$ cat src/rtl/seq_gen_if.sv
// seq_gen_if: control and serial-output bundle for the seq_gen pattern generator.
// The slave side is seq_gen itself; the master side is whoever requests frames.
// Optional feature macro: SEQ_GEN_REPEAT_EN adds the loop-request signal 'rpt'.
// The loop request is called 'rpt' because 'repeat' is a reserved word in SystemVerilog.
interface seq_gen_if #(
    parameter int WIDTH = 10,
    parameter int CNT_W = 4
);
    logic             start;
    logic [WIDTH-1:0] pattern;
    logic [CNT_W-1:0] len;
    logic             stop;
`ifdef SEQ_GEN_REPEAT_EN
    logic             rpt;
`endif
    logic             o;
    logic             o_valid;
    logic             busy;
    logic             done;

    modport master (
        output start, pattern, len, stop,
`ifdef SEQ_GEN_REPEAT_EN
        output rpt,
`endif
        input  o, o_valid, busy, done
    );

    modport slave (
        input  start, pattern, len, stop,
`ifdef SEQ_GEN_REPEAT_EN
        input  rpt,
`endif
        output o, o_valid, busy, done
    );
endinterface

$ cat src/rtl/seq_gen.sv
// seq_gen: serial pattern generator. A start request in IDLE captures a WIDTH-bit
// pattern and an effective length N, then the pattern is shifted out LSB-first,
// one bit per clock, with o_valid/busy high. A one-cycle done pulse marks normal
// completion; stop aborts the frame without done.
// Optional feature macro: SEQ_GEN_REPEAT_EN keeps a copy of the captured pattern and
// length so that the frame can be looped back-to-back while 'rpt' is held high.
module seq_gen #(
    parameter int WIDTH = 10,
    parameter int CNT_W = 4
) (
    input logic     clk,
    input logic     rst_n,
    seq_gen_if.slave bus
);

    localparam logic [0:0] IDLE = 1'b0;
    localparam logic [0:0] SEND = 1'b1;

    logic [0:0]       state;
    logic [WIDTH-1:0] sh;       // bit 0 is the bit currently on 'o'; zero in IDLE
    logic [CNT_W-1:0] cnt;      // bits still to present, including the current one
    logic             done_q;
    logic [CNT_W-1:0] eff_len;

`ifdef SEQ_GEN_REPEAT_EN
    logic [WIDTH-1:0] pat_cap;
    logic [CNT_W-1:0] n_cap;
`endif

    // Effective frame length: zero or oversize requests mean a full WIDTH-bit frame.
    always_comb begin
        // NOTE: the default assignment first keeps this block purely combinational (no latch).
        eff_len = bus.len;
        if (bus.len == '0 || bus.len > CNT_W'(WIDTH))
            eff_len = CNT_W'(WIDTH);
    end

    // Frame sequencing: capture in IDLE, shift and count down in SEND.
    always_ff @(posedge clk or negedge rst_n) begin
        if (!rst_n) begin
            state   <= IDLE;
            sh      <= '0;
            cnt     <= '0;
            done_q  <= 1'b0;
`ifdef SEQ_GEN_REPEAT_EN
            pat_cap <= '0;
            n_cap   <= '0;
`endif
        end else begin
            // NOTE: non-blocking assignments so every register sees pre-edge values.
            done_q <= 1'b0;
            case (state)
                IDLE: begin
                    if (bus.start) begin
                        state   <= SEND;
                        sh      <= bus.pattern;
                        cnt     <= eff_len;
`ifdef SEQ_GEN_REPEAT_EN
                        pat_cap <= bus.pattern;
                        n_cap   <= eff_len;
`endif
                    end
                end
                SEND: begin
                    if (bus.stop) begin
                        // Abort takes priority over completion and never raises done.
                        state <= IDLE;
                        sh    <= '0;
                        cnt   <= '0;
                    end else if (cnt == CNT_W'(1)) begin
                        done_q <= 1'b1;
`ifdef SEQ_GEN_REPEAT_EN
                        if (bus.rpt) begin
                            // Reload so bit 0 of the next frame follows with no gap.
                            sh  <= pat_cap;
                            cnt <= n_cap;
                        end else begin
                            state <= IDLE;
                            sh    <= '0;
                            cnt   <= '0;
                        end
`else
                        state <= IDLE;
                        sh    <= '0;
                        cnt   <= '0;
`endif
                    end else begin
                        sh  <= {1'b0, sh[WIDTH-1:1]};
                        cnt <= cnt - CNT_W'(1);
                    end
                end
                default: state <= IDLE;
            endcase
        end
    end

    // Outputs come straight from registers; sh is cleared whenever the FSM is idle.
    assign bus.o       = sh[0];
    assign bus.o_valid = (state == SEND);
    assign bus.busy    = (state == SEND);
    assign bus.done    = done_q;

endmodule

$ cat src/flat_wrapper.sv
// flat-port wrapper written by rule: the top's interface ports become plain ports
module seq_gen_flat 
#(
    parameter int WIDTH = 10,
    parameter int CNT_W = 4
)
  (clk, rst_n, bus_start, bus_pattern, bus_len, bus_stop, bus_o, bus_o_valid, bus_busy, bus_done);
  seq_gen_if #(.WIDTH(WIDTH), .CNT_W(CNT_W)) bus_i ();
  input logic clk;
  input logic rst_n;
  input wire logic [$bits(bus_i.start)-1:0] bus_start;
  input wire logic [$bits(bus_i.pattern)-1:0] bus_pattern;
  input wire logic [$bits(bus_i.len)-1:0] bus_len;
  input wire logic [$bits(bus_i.stop)-1:0] bus_stop;
  output wire logic [$bits(bus_i.o)-1:0] bus_o;
  output wire logic [$bits(bus_i.o_valid)-1:0] bus_o_valid;
  output wire logic [$bits(bus_i.busy)-1:0] bus_busy;
  output wire logic [$bits(bus_i.done)-1:0] bus_done;
  assign bus_i.start = bus_start;
  assign bus_i.pattern = bus_pattern;
  assign bus_i.len = bus_len;
  assign bus_i.stop = bus_stop;
  assign bus_o = bus_i.o;
  assign bus_o_valid = bus_i.o_valid;
  assign bus_busy = bus_i.busy;
  assign bus_done = bus_i.done;
  seq_gen #(.WIDTH(WIDTH), .CNT_W(CNT_W)) u_core (.clk(clk), .rst_n(rst_n), .bus(bus_i));
endmodule
$ cat config.mk
export PLATFORM = sky130hd
export DESIGN_NAME = seq_gen_flat
export DESIGN_NICKNAME = d
export VERILOG_FILES = /design/src/rtl/seq_gen_if.sv /design/src/rtl/seq_gen.sv /design/src/flat_wrapper.sv
export SDC_FILE = /design/constraint.sdc
export NUM_CORES = 1
export LEC_CHECK = 0
export BUFFER_PORTS_ARGS = -buffer_cell sky130_fd_sc_hd__buf_2
export CAP_MARGIN = 20
export CORE_AREA = 2 2 52 54
export CTS_BUF_LIST = sky130_fd_sc_hd__clkbuf_4 sky130_fd_sc_hd__clkbuf_8
export DETAILED_ROUTE_END_ITERATION = 10
export DIE_AREA = 0 0 54 56
export SETUP_SLACK_MARGIN = 0.05
export SYNTH_ARGS = -nofsm -noshare
export SYNTH_HDL_FRONTEND = slang
export SYNTH_SLANG_ARGS = --single-unit
$ cat constraint.sdc
create_clock -name clk -period 3 [get_ports clk]
set_clock_uncertainty 0.05 [all_clocks]
set_input_delay 0.6 -clock clk [delete_from_list [all_inputs] [get_ports clk]]
set_output_delay 0.6 -clock clk [all_outputs]
set_load 0.02 [all_outputs]
==> summary.md <==
| Metric | Value |
|---|---|
| Wire length per cell | `approximately 15 µm` |
| Setup bufs post-CTS | `0` |
| Worst skew pair latency | `between 0.2 and 0.3 ns` |
| Mux share of post-synthesis cell area | `0.0109` |
| Buf+Inv Stages, Crit Path | `1` |
| Syn-to-layout area delta | `12.9%` |
| Power density over the cells | `around 690 nW/µm²` |
| Post-CTS Resized | `0` |
| Xor and xnor fraction of the mapped netlist area | `0` |
| I/O pin total | `22` |
| # Max-Cap Violations | `0` |
| Global-route wire length before repair | `3410 µm` |
| Synth Area in Simple Gates | `0.198` |
| DR DRC count | `0` |
| Setup CP Type | `flip-flop to output port` |
| CTS max path bufs | `2` |
| Leak pwr | `0.457 nW` |
| DRT Pass-1 Iters | `4` |
| CP Cell Sequence | `buf_2` |
| Post-synth EDFFs | `0` |
| Avg Cell Area, Syn | `roughly 11 µm²` |
| Area after DPL | `a little over 1000 µm²` |
| Die X-Extent | `around 54 µm` |
| Vias in the first global route | `742` |
| Share of layout cells above drive strength 1 | `0.275` |
| Cts hold-fix bufs | `0` |
| Most Crowded Layer GR | `met1` |
| Final min period | `between 1.5 and 2 ns` |
| Die area | `3020 µm²` |
| Synth Area in Adders | `0.0271` |
| Flop2flop setup slack | `~1.3 ns` |
| Worst slew pin tran | `roughly 0.57 ns` |
| Vias | `approximately 750` |
| Hold Crit Class | `input pin to async pin` |
| Peak Freq | `~560 MHz` |
| Slowest stage delay, CP | `0.61 ns` |
| Fin Setup TNS | `0 ns` |
| Nets | `124` |
| Slowest-stage cell, CP | `dfrtp_1` |
| Ys async rst share | `1.00` |
| Combinational family with the most area after synthesis | `compound AO/OA/AOI/OAI gates` |
| Met1 Resource Use GR | `0.224` |
| Sequential-to-total area share from yosys stat | `0.434` |
| Die Ht | `roughly 56 µm` |
| Diode count | `0` |
| Status | `completed` |
| Clock transition at path regs | `around 0.090 ns` |
| Vias per cell | `around 5.7` |
| Sink Count | `16` |
| Slew HR | `0.621` |
| Worst EP arrival | `1.14 ns` |
| CORE AREA | `between 2000 and 2500 µm²` |
| Fill cell count | `around 280` |
| Worst setup EP type | `output port` |
| Multi-input logic area | `around 460 µm²` |
| Synthesized area | `~920 µm²` |
| Post-detailed-route count of antenna-violating nets | `0` |
| Initial drt markers | `9` |
| CTS tree | `done` |
| Power Total | `around 710 µW` |
| Main synth FF type | `dfrtp_1` |
| Synth top area share | `0.434` |
| CTS H-tree lvls | `1` |
| Final setup fails | `0` |
| Cell taking the most area after synthesis | `dfrtp_1` |
| Total congestion overflow | `0` |
| Synthesized Nets | `105` |
| Hpwl dp | `between 1000 and 1500 µm` |
| Final WL | `1920 µm` |
| CP Launch Type | `flip-flop` |
| Clock Tree Root | `clkbuf_4` |
| Worst Path Max Fanout | `10` |
| Initial antenna violation count | `0` |
| RSZ-0062 raised after global routing | `no` |
| Num CTS Buffers | `3` |
| Slew Viols, Final | `0` |
| Mapped Cells | `85` |
| Hold WS | `approximately 0.17 ns` |
| Starting Density | `0.379` |
| GR Layer Usage met3 | `0.0242` |
| Yosys cell types | `30` |
| Complex-gate fraction of the synthesized area | `0.259` |
| Port bufs | `21` |
| Rows | `18` |
| Register area | `400 µm²` |
| Period utilization | `0.597` |
| Post-synthesis register bit count | `16` |
| CP required | `approximately 2.4 ns` |
| Final Hold Viols | `0` |
| Worst vdd ir | `about 0.00027 V` |
| Top cells by area, synth | `dfrtp_1, o22a_1, nor3b_1` |
| RD Place Congestion | `0.715` |
| Largest net degree at the start of global routing | `17` |
| Total GRT Usage | `0.148` |
| CP top delay family | `flip-flops` |
| Design area | `between 1000 and 1500 µm²` |
| GR Util met2 | `0.214` |
| YS warnings | `0` |
==> layout make-up <==
| type | count | share of cell area |
|---|---|---|
| Multi-Input combinational cell | 57 | 0.439 |
| Sequential cell | 16 | 0.385 |
| Timing Repair Buffer | 21 | 0.101 |
| Tap cell | 30 | 0.0361 |
| Clock buffer | 3 | 0.0216 |
| Inverter | 5 | 0.0180 |
==> cells in the mapped netlist, types with 2 or more instances <==
master     count
dfrtp_1       16
nor3b_1        9
o21a_1         9
o22a_1         9
buf_2          4
inv_1          4
nor2_1         3
a2111oi_0      2
a211o_1        2
buf_4          2
ha_1           2
nand2b_1       2
nor3_1         2
o21ai_0        2
o22ai_1        2
==> registers in the layout, summed over array words and instances, names as in the netlist <==
name and count:
u_core.cnt 4, u_core.bus.busy 1, u_core.bus.done 1, u_core.sh 10
==> kinds of logic after synthesis <==
family	Yosys count
buffers and inverters	12
DFF	16
adders and majority gates	2
and+or+nand+nor	23
muxes	1
AOI/OAI and AO/OA	31
==> metal layers <==
metal  routed length [µm]  up-vias
li1                     -      354
met1                  901      362
met2                  865       26
met3                  125        4
met4                   27        0
met5                    0        -
==> report_power, final <==
part / total (mW) / internal [mW] / switching, mW
registers: 0.343 / 0.282 / 0.0608
clock network: 0.110 / 0.0465 / 0.0637
logic: 0.261 / 0.126 / 0.135
total: 0.714 / 0.455 / 0.259
==> worst paths after layout <==
path,endpoint,cells after the start,startpoint
max,bus_o_valid,1,u_core.bus.busy
min,u_core.cnt[3],1,rst_n
max reg2reg,u_core.cnt[2],5,u_core.cnt[1]
min reg2reg,u_core.sh[8],1,u_core.sh[8]
max in group asynchronous,u_core.sh[7],1,rst_n
min in group clk,u_core.sh[8],1,u_core.sh[8]
==> cell usage in the layout, fill, tap and decap left out, types with 2 or more instances in the layout <==
cell,synthesis,final
o22ai_1,2,2
ha_1,2,2
dfrtp_1,16,16
buf_2,4,21
nand2b_1,2,2
o22a_1,9,9
inv_1,4,4
clkbuf_4,0,3
a2111oi_0,2,2
a211o_1,2,2
nor3b_1,9,9
o21a_1,9,9
nor3_1,2,2
o21ai_0,2,2
nor2_1,3,3
==> per-stage QoR <==
step / setup slack, ns / util / cells
final: 1.21 / 0.428 / 132
after global routing: 1.07 / 0.428 / 132
after CTS: 1.19 / 0.428 / 132
after detailed placement: 1.28 / 0.419 / 129
after global placement: 1.30 / 0.419 / 129
after floorplan: 1.63 / - / 85
No activity file was read; power rests on OpenSTA's default activity.
